**config.mk**
```make
export PLATFORM = sky130hd
export DESIGN_NAME = mem_ctrl
export DESIGN_NICKNAME = d
export VERILOG_FILES = /design/src/rtl/mem_ctrl_pkg.sv /design/src/rtl/mem_timeout.sv /design/src/rtl/mem_ctrl.sv
export SDC_FILE = /design/constraint.sdc
export NUM_CORES = 1
export LEC_CHECK = 0
export BUFFER_PORTS_ARGS = -buffer_cell sky130_fd_sc_hd__clkbuf_2
export CORE_MARGIN = 2
export CORE_UTILIZATION = 45
export DETAILED_ROUTE_END_ITERATION = 12
export PLACE_DENSITY_LB_ADDON = 0.15
export SLEW_MARGIN = 40
export SYNTH_ARGS = -nofsm -noshare
export SYNTH_HDL_FRONTEND = slang
export SYNTH_SLANG_ARGS = --single-unit
export TNS_END_PERCENT = 20
```
**constraint.sdc**
```tcl
create_clock -name Clock -period 2.25 [get_ports Clock]
set_input_delay 0.45 -clock Clock [delete_from_list [all_inputs] [get_ports Clock]]
set_output_delay 0.45 -clock Clock [all_outputs]
set_load 0.03 [all_outputs]
```
**src/rtl/mem_ctrl_pkg.sv**
```systemverilog
// mem_ctrl_pkg -- shared types and sizing for the byte-serial memory controller.
//   memStateT : controller FSM state encoding
//   BEATS     : byte beats per 32-bit word
//   EXT_W     : external data bus width
//   BEAT_W    : width of the beat index
package mem_ctrl_pkg;

    localparam int BEATS  = 4;
    localparam int EXT_W  = 8;
    localparam int BEAT_W = $clog2(BEATS);

    typedef enum logic [1:0] {
        IDLE  = 2'd0,
        READ  = 2'd1,
        WRITE = 2'd2,
        DONE  = 2'd3
    } memStateT;

endpackage

```
**src/rtl/mem_timeout.sv**
```systemverilog
// mem_timeout -- per-beat watchdog for the external bus.
// Present in the build only when MEM_CTRL_TIMEOUT_EN is defined.
// Down-counter reloaded while the bus is idle or a beat completes; counts
// down on every ExtReady-low cycle of an active transfer.
//   Clock, nReset : clock, async active-low reset
//   active        : controller is in READ or WRITE
//   extReady      : external beat completion
//   expired       : this cycle is the TIMEOUT_CYCLES-th consecutive low cycle
module mem_timeout #(
    parameter int unsigned TIMEOUT_CYCLES = 64
) (
    input  logic Clock,
    input  logic nReset,
    input  logic active,
    input  logic extReady,
    output logic expired
);
    localparam int unsigned CNT_W = $clog2(TIMEOUT_CYCLES + 1);

    logic [CNT_W-1:0] remaining;

    always_ff @(posedge Clock or negedge nReset) begin
        if (!nReset) begin
            remaining <= CNT_W'(TIMEOUT_CYCLES);
        end else if (!active || extReady) begin
            remaining <= CNT_W'(TIMEOUT_CYCLES);
        end else if (remaining != '0) begin
            remaining <= remaining - 1'b1;
        end
    end

    // Terminal count at 1: the cycle that would bring the count to zero is
    // the last low cycle tolerated, so the abort is taken at its edge.
    assign expired = active && !extReady && (remaining == CNT_W'(1));

endmodule

```
**src/rtl/mem_ctrl.sv**
```systemverilog
// mem_ctrl -- turns 32-bit pipeline loads/stores into four little-endian
// byte beats on an 8-bit external bus with a ready handshake.
// Optional feature: define MEM_CTRL_TIMEOUT_EN to abort a beat after
// TIMEOUT_CYCLES consecutive ExtReady-low cycles (reported on MemError).
//   Clock, nReset        : clock, async active-low reset
//   MemRead, MemWrite    : pipeline request, held while MemStall is high
//   MemAddr, MemDataIn   : word address (bits [1:0] ignored), store data
//   MemDataOut           : registered load data
//   MemStall, MemError   : pipeline stall, one-cycle abort pulse
//   ExtAddr, ExtDataOut  : external byte address and write byte
//   ExtDataIn            : external read byte
//   ExtOE, ExtWE         : external read / write strobes
//   ExtReady             : external beat completion
//
// state | meaning
// IDLE  | waiting for a request; latches address/data when one arrives
// READ  | fetching bytes, one per ExtReady
// WRITE | storing bytes, one per ExtReady
// DONE  | single release cycle, requests ignored
module mem_ctrl
    import mem_ctrl_pkg::*;
#(
    parameter int unsigned TIMEOUT_CYCLES = 64
) (
    input  logic             Clock,
    input  logic             nReset,
    input  logic             MemRead,
    input  logic             MemWrite,
    input  logic [15:0]      MemAddr,
    input  logic [31:0]      MemDataIn,
    output logic [31:0]      MemDataOut,
    output logic             MemStall,
    output logic             MemError,
    output logic [15:0]      ExtAddr,
    output logic [EXT_W-1:0] ExtDataOut,
    input  logic [EXT_W-1:0] ExtDataIn,
    output logic             ExtOE,
    output logic             ExtWE,
    input  logic             ExtReady
);
    memStateT          state;
    memStateT          nextState;
    logic [BEAT_W-1:0] beat;
    logic [13:0]       addrLat;
    logic [31:0]       dataLat;
    logic [31:0]       rdBuf;
    logic              inXfer;
    logic              lastBeat;
    logic              timeoutHit;
    logic              unusedSink;

    assign inXfer   = (state == READ) || (state == WRITE);
    assign lastBeat = (beat == BEAT_W'(BEATS - 1));

    always_ff @(posedge Clock or negedge nReset) begin
        if (!nReset) begin
            state <= IDLE;
        end else begin
            state <= nextState;
        end
    end

    always_comb begin
        nextState  = state;
        ExtOE      = 1'b0;
        ExtWE      = 1'b0;
        ExtAddr    = '0;
        ExtDataOut = '0;
        MemStall   = 1'b0;
        case (state)
            IDLE: begin
                // Write has priority when both requests are raised together.
                if (MemWrite) begin
                    nextState = WRITE;
                end else if (MemRead) begin
                    nextState = READ;
                end
                // Gated by reset so the pipeline is never stalled during it.
                MemStall = nReset && (MemRead || MemWrite);
            end
            READ, WRITE: begin
                if ((ExtReady && lastBeat) || timeoutHit) begin
                    nextState = DONE;
                end
                MemStall = 1'b1;
                ExtOE    = (state == READ);
                ExtWE    = (state == WRITE);
                ExtAddr  = {addrLat, beat};
                if (state == WRITE) begin
                    ExtDataOut = dataLat[{beat, 3'b000} +: EXT_W];
                end
            end
            DONE: begin
                nextState = IDLE;
            end
            default: begin
                nextState = IDLE;
            end
        endcase
    end

    always_ff @(posedge Clock or negedge nReset) begin
        if (!nReset) begin
            beat       <= '0;
            addrLat    <= '0;
            dataLat    <= '0;
            rdBuf      <= '0;
            MemDataOut <= '0;
        end else if (state == IDLE) begin
            if (nextState != IDLE) begin
                addrLat <= MemAddr[15:2];
                dataLat <= MemDataIn;
                beat    <= '0;
            end
        end else if (inXfer && ExtReady) begin
            if (state == READ) begin
                rdBuf[{beat, 3'b000} +: EXT_W] <= ExtDataIn;
            end
            if (lastBeat) begin
                beat <= '0;
                // The final byte arrives on this edge, so merge it directly
                // rather than waiting a cycle for rdBuf.
                if (state == READ) begin
                    MemDataOut <= {ExtDataIn, rdBuf[3*EXT_W-1:0]};
                end
            end else begin
                beat <= beat + 1'b1;
            end
        end
    end

`ifdef MEM_CTRL_TIMEOUT_EN
    logic errPulse;

    mem_timeout #(
        .TIMEOUT_CYCLES(TIMEOUT_CYCLES)
    ) uTimeout (
        .Clock   (Clock),
        .nReset  (nReset),
        .active  (inXfer),
        .extReady(ExtReady),
        .expired (timeoutHit)
    );

    always_ff @(posedge Clock or negedge nReset) begin
        if (!nReset) begin
            errPulse <= 1'b0;
        end else begin
            errPulse <= timeoutHit;
        end
    end

    assign MemError = errPulse;
`else
    assign timeoutHit = 1'b0;
    assign MemError   = 1'b0;
`endif

    // Byte-offset bits are ignored; TIMEOUT_CYCLES is idle without the watchdog.
    assign unusedSink = ^{MemAddr[1:0], 32'(TIMEOUT_CYCLES)};

endmodule

```
# Word-level counts from Yosys, hierarchy flattened
# Cells that the tools add are included.
dict set report word_totals {
  input_bits 61
  mem_count 0
  rom_bits 0
  latch_bits 0
  regBits 114
  ram_bits 0
  out_inout_bits 60
}
dict set report classes {
  div 0
  n_eq_ne 5
  n_mul 0
  n_lt_le_gt_ge 0
  n_shift 3
  bitwise 1
  addsub 2
  reduce_logical 13
  n_mux 15
}
# op n
set ops {}
lappend ops {{$bwmux W32} 1}
lappend ops {{$shift A8 B7 Y32 const A} 1}
lappend ops {{$shiftx A32 B6 Y8} 1}
lappend ops {{$shiftx A8 B7 Y32} 1}
lappend ops {{$mux W16} 1}
lappend ops {{$mux W8} 2}
lappend ops {{$mux W2} 7}
lappend ops {{$neg A5 Y7} 1}
lappend ops {{$eq A2 B2 Y1 const B} 3}
lappend ops {{$pmux W2 S3} 1}
lappend ops {{$reduce_and A2 Y1} 2}
lappend ops {{$reduce_and A4 Y1} 1}
lappend ops {{$reduce_bool A2 Y1} 2}
lappend ops {{$logic_and A1 B1 Y1} 3}
lappend ops {{$reduce_and A3 Y1} 1}
lappend ops {{$add A2 B1 Y2 const B} 1}
lappend ops {{$eq A2 B1 Y1 const B} 1}
lappend ops {{$logic_not A2 Y1} 1}
lappend ops {{$logic_or A1 B1 Y1} 2}
lappend ops {{$mux W1} 2}
lappend ops {{$ne A2 B1 Y1 const B} 1}
lappend ops {{$pmux W1 S2} 1}
lappend ops {{$reduce_or A2 Y1} 1}
lappend ops {{$not A1 Y1} 1}

# Depth between registers and ports, before layout
dict set report depth {
  ltp_word 7
  depth_mapped 8
  depth_no_buf 5
}

# Worst setup path after synthesis
# Ideal clock, no wire load.
dict set report synth_path {
  path_kind {flip-flop to output port}
  start {reg state[0]}
  end {out MemStall}
  stages_incl_launch_ff 6
  required_time_ns 1.800
  arrival_time_ns 1.524
  slack_ns 0.276
  cell_sequence {dfrtp_1 inv_1 ha_1 buf_2 inv_1 a21oi_1}
}
dict set report synth_between {
  elab_chain_len 3
}
# element line
set synth_lines {}
lappend synth_lines {{start: declaration} mem_ctrl.sv:41} ;# memStateT state;
lappend synth_lines {{start signal: assignment} mem_ctrl.sv:59} ;# state <= nextState;
lappend synth_lines {{$eq A2 B1 Y1 or $eq A2 B2 Y1 (tied branches)} mem_ctrl.sv:70} ;# case (state)
lappend synth_lines {{$reduce_or A2 Y1} mem_ctrl.sv:70}
lappend synth_lines {{$pmux W1 S2 *} mem_ctrl.sv:70}
lappend synth_lines {{end: declaration} mem_ctrl.sv:32} ;# output logic MemStall,
# Every way passes the cells marked *; elsewhere a longest branch is shown, timed or not.

# Worst setup path after layout
dict set report layout_path {
  start {reg beat[0]}
  end {out ExtDataOut[0]}
}
dict set report layout_between {
  elab_chain_len 3
}
# element line
set layout_lines {}
lappend layout_lines {{start: declaration} mem_ctrl.sv:43} ;# logic [BEAT_W-1:0] beat;
lappend layout_lines {{start signal: assignment} mem_ctrl.sv:127} ;# beat <= beat + 1'b1;
lappend layout_lines {{$shiftx A32 B6 Y8} mem_ctrl.sv:90} ;# ExtDataOut = dataLat[{beat, 3'b000} +: EXT_W];
lappend layout_lines {{$mux W8} mem_ctrl.sv:89} ;# if (state == WRITE) begin
lappend layout_lines {{$mux W8} mem_ctrl.sv:70}
lappend layout_lines {{end: declaration} mem_ctrl.sv:35} ;# output logic [EXT_W-1:0] ExtDataOut,
# No other way between the ends.

==> run summary <==
Core area - 9864 µm²
Fraction of final layout cells with drive strength greater than 1 - 47.57%
Highest signal layer in the routed design - met4
Count of cell types in the netlist - 28
Post-CTS Hold Fix Bufs - 0
Setup-failing EPs final - 0
Post-DP HPWL - 6564 µm
Largest buffer count on any clock path - 2
Total of flip-flops plus latches after synthesis - 106
Detail-routed via count per cell - 4.990
Post-placement setup slack - 191.6 ps
Number of max-slew violations in the final report - 0
MaxCap Viol Count - 0
Amount of wire on met2 after detailed routing - 4637 µm
Unrepaired setup endpoints after global routing - true
Most instantiated cells after synthesis - sky130_fd_sc_hd__dfrtp_1, sky130_fd_sc_hd__mux2_2, sky130_fd_sc_hd__nand2_1
Yosys warning total - 0
Final Hold Fails - 0
Post-detailed-route count of antenna-violating nets - 0
Residual overflow from global routing - 0
Total Die Area - 11070 µm²
Starting utilization of the core area - 46.71%
Shortest clock period the worst path allows after layout - 2200 ps
Delay of the slowest critical-path stage - 480 ps
Maximum clock frequency - 454.6 MHz
Insertion delay to the later sink of the worst-skew pair - 370 ps
Most instantiated library cell after synthesis - sky130_fd_sc_hd__dfrtp_1
Routed length on met1 - 3989 µm
Worst Max-Slew Pin Slew - 591.8 ps
Final TNS setup - 0 ps
CTS Root Cell - sky130_fd_sc_hd__clkbuf_8
CTS HTree Levels - 3
Area share of the largest cell type after synthesis - 57.56%
Worst r2r src - beat[0]
Post-synthesis average cell area - 13.24 µm²
Number of global-route vias before repair - 3167
Post-Route Hold Slack - 175.0 ps
Data required time at the worst endpoint - 1800 ps
Worst setup EP type - output port
Overall routing resource usage - 18.03%
Crit share post-route - 97.76%
Global placement routability congestion - 0.7290
First-pass iteration count of the detailed router - 6
Worst IR drop on VDD - 0.6905 mV
Number of antenna violations at the first check in global routing - 0
Largest area contributor in the synthesized netlist - sky130_fd_sc_hd__dfrtp_1
Clock transition time at the flip-flop clock pins of the worst setup and hold paths - 110 ps
Layout Utilization - 57.43%
DRC violations left - 0
Diodes inserted - 0
Leakage power - 0.002784 µW
Cell count of the worst reg-to-reg path - 7
# nets final - 539
Die X - 105.2 µm
Primary flip-flop cell chosen by synthesis mapping - sky130_fd_sc_hd__dfrtp_1
Multi-input logic area - 1841 µm²
Met3 WL post-DR - 596 µm
TritonCTS clock tree - built
Synth top area cells - sky130_fd_sc_hd__dfrtp_1, sky130_fd_sc_hd__mux2_2, sky130_fd_sc_hd__mux2_1
Number of flops mapped to enable cells by yosys - 0
Routed wire length - 9368 µm
Post-synthesis net count - 419
Timing endpoint of the critical path - ExtDataOut[0]
Share of synthesized area occupied by flip-flops and latches - 57.56%
Number of buffers created by CTS - 9
Nature of the critical path startpoint - flip-flop
Die Span Y - 105.2 µm
Status - finished, final reports clean
1st-iter DRT viols - 63
Hold crit path type - input port to asynchronous set/reset pin
Proportion of synthesized flip-flops having asynchronous set or reset - 100.0%
Global-route wire length before repair - 15690 µm
Capture point of the worst reg-to-reg path - rdBuf[2]
Number of cells produced by synthesis - 348
Post-synthesis instance area - 4608 µm²
Num ports - 121
Total number of vias - 3024
Final Worst Setup Slack - 50.50 ps
Clock skew - 14.87 ps
Placed instance area - 5353 µm²
Final routed wire length divided by cell count - 15.46 µm
Maximum number of pins on one net before global-route repair - 107
CP arrival - 1750 ps
Launching element of the worst setup path - beat[0]
Number of cell rows - 36
Worst-path cell chain - buf_12, mux4_2, and3_1, buf_2
Final standard cell area without fillers - 5665 µm²
Slowest CP cell - sky130_fd_sc_hd__mux4_2
Number of I/O port buffers - 117
Pwr Density - 1228 nW/µm²
Signed area change from the synthesized netlist to the final layout - 22.94%
Reg-to-reg setup timing slack - 270 ps
Total number of clock tree sinks - 106
Filler Cells Inserted - 836
Slew headroom - 60.43%
Sequential standard cell area - 2656 µm²
Type of the worst setup path - flip-flop to output port
Max Fanout on Critical Path - 11
power by group:
group / total, µW / switching [µW] / internal, µW / leakage [µW]
registers: 2770 / 292 / 2480 / 0.00136
logic: 3030 / 1640 / 1380 / 0.00133
clock network: 1160 / 695 / 461 / 0.000101
total: 6960 / 2630 / 4320 / 0.00278
area by class of cell:
cell class	instances	area share (%)
clock buffer	10	2.429
inverter	6	0.3975
tap	133	2.937
timing repair buffer	129	13.85
multi-input combinational	216	32.49
clock inverter	6	1.016
sequential	106	46.89
timing repair:
action,CTS,global route
buffers inserted,3,1
pin swaps,0,0
resized for setup,17,12
setup endpoints to repair,23,23
through the flow:
step | power (µW) | cells
3_5_place_dp | 5725 | 586
2_1_floorplan | 4938 | 348
6_report | 6955 | 606
3_3_place_gp | 5616 | 586
4_1_cts | 6986 | 605
5_1_grt | 7432 | 606
cell families (layout without fill, tap and decap cells):
family / Yosys count / after routing / synth area share (%)
compound gates: 33 / 33 / 4.263
simple gates: 85 / 85 / 9.096
buf+inv: 26 / 151 / 3.095
fa+ha+maj: 10 / 10 / 2.715
other cells: 1 / 1 / 0.08138
mux: 87 / 87 / 23.19
flops: 106 / 106 / 57.56
registers in the layout, indices dropped and copies added, names as in the netlist:
signal,flops
rdBuf,24
addrLat,14
dataLat,32
beat,2
state,2
MemDataOut,32
cell usage in the layout (no fill, tap or decap), types with 4 or more instances in the layout:
master	n
sky130_fd_sc_hd__mux4_2	8
sky130_fd_sc_hd__inv_1	6
sky130_fd_sc_hd__mux2_2	60
sky130_fd_sc_hd__buf_12	4
sky130_fd_sc_hd__ha_1	9
sky130_fd_sc_hd__clkbuf_2	108
sky130_fd_sc_hd__and2_1	15
sky130_fd_sc_hd__dfrtp_1	103
sky130_fd_sc_hd__nand2_1	48
sky130_fd_sc_hd__and3_4	5
sky130_fd_sc_hd__buf_8	5
sky130_fd_sc_hd__buf_4	9
sky130_fd_sc_hd__o21ai_0	28
sky130_fd_sc_hd__mux2_1	18
sky130_fd_sc_hd__clkbuf_8	10
how the worst min path moves through the flow:
stage                    from            end  cells after the start
detailed placement  rdBuf[11]      rdBuf[11]                      2
finish                 nReset    dataLat[18]                      2
global route           nReset    dataLat[26]                      2
floorplan              nReset  MemDataOut[0]                      0
global placement    rdBuf[12]      rdBuf[12]                      2
CTS                    nReset    dataLat[26]                      2
per-layer routing:
metal  up-vias  global-route usage, %
met5         -                      0
met4         0                  6.571
met3         9                  4.991
met2        81                  29.59
met1      1491                  22.81
li1       1443                      -
worst max-delay path, delay by kind of cell (launching register included):
family	cells	cell delay (ps)
mux	1	480
flops	1	390
buf+inv	2	330
simple gates	1	180
No activity file was read; power rests on OpenSTA's default activity.
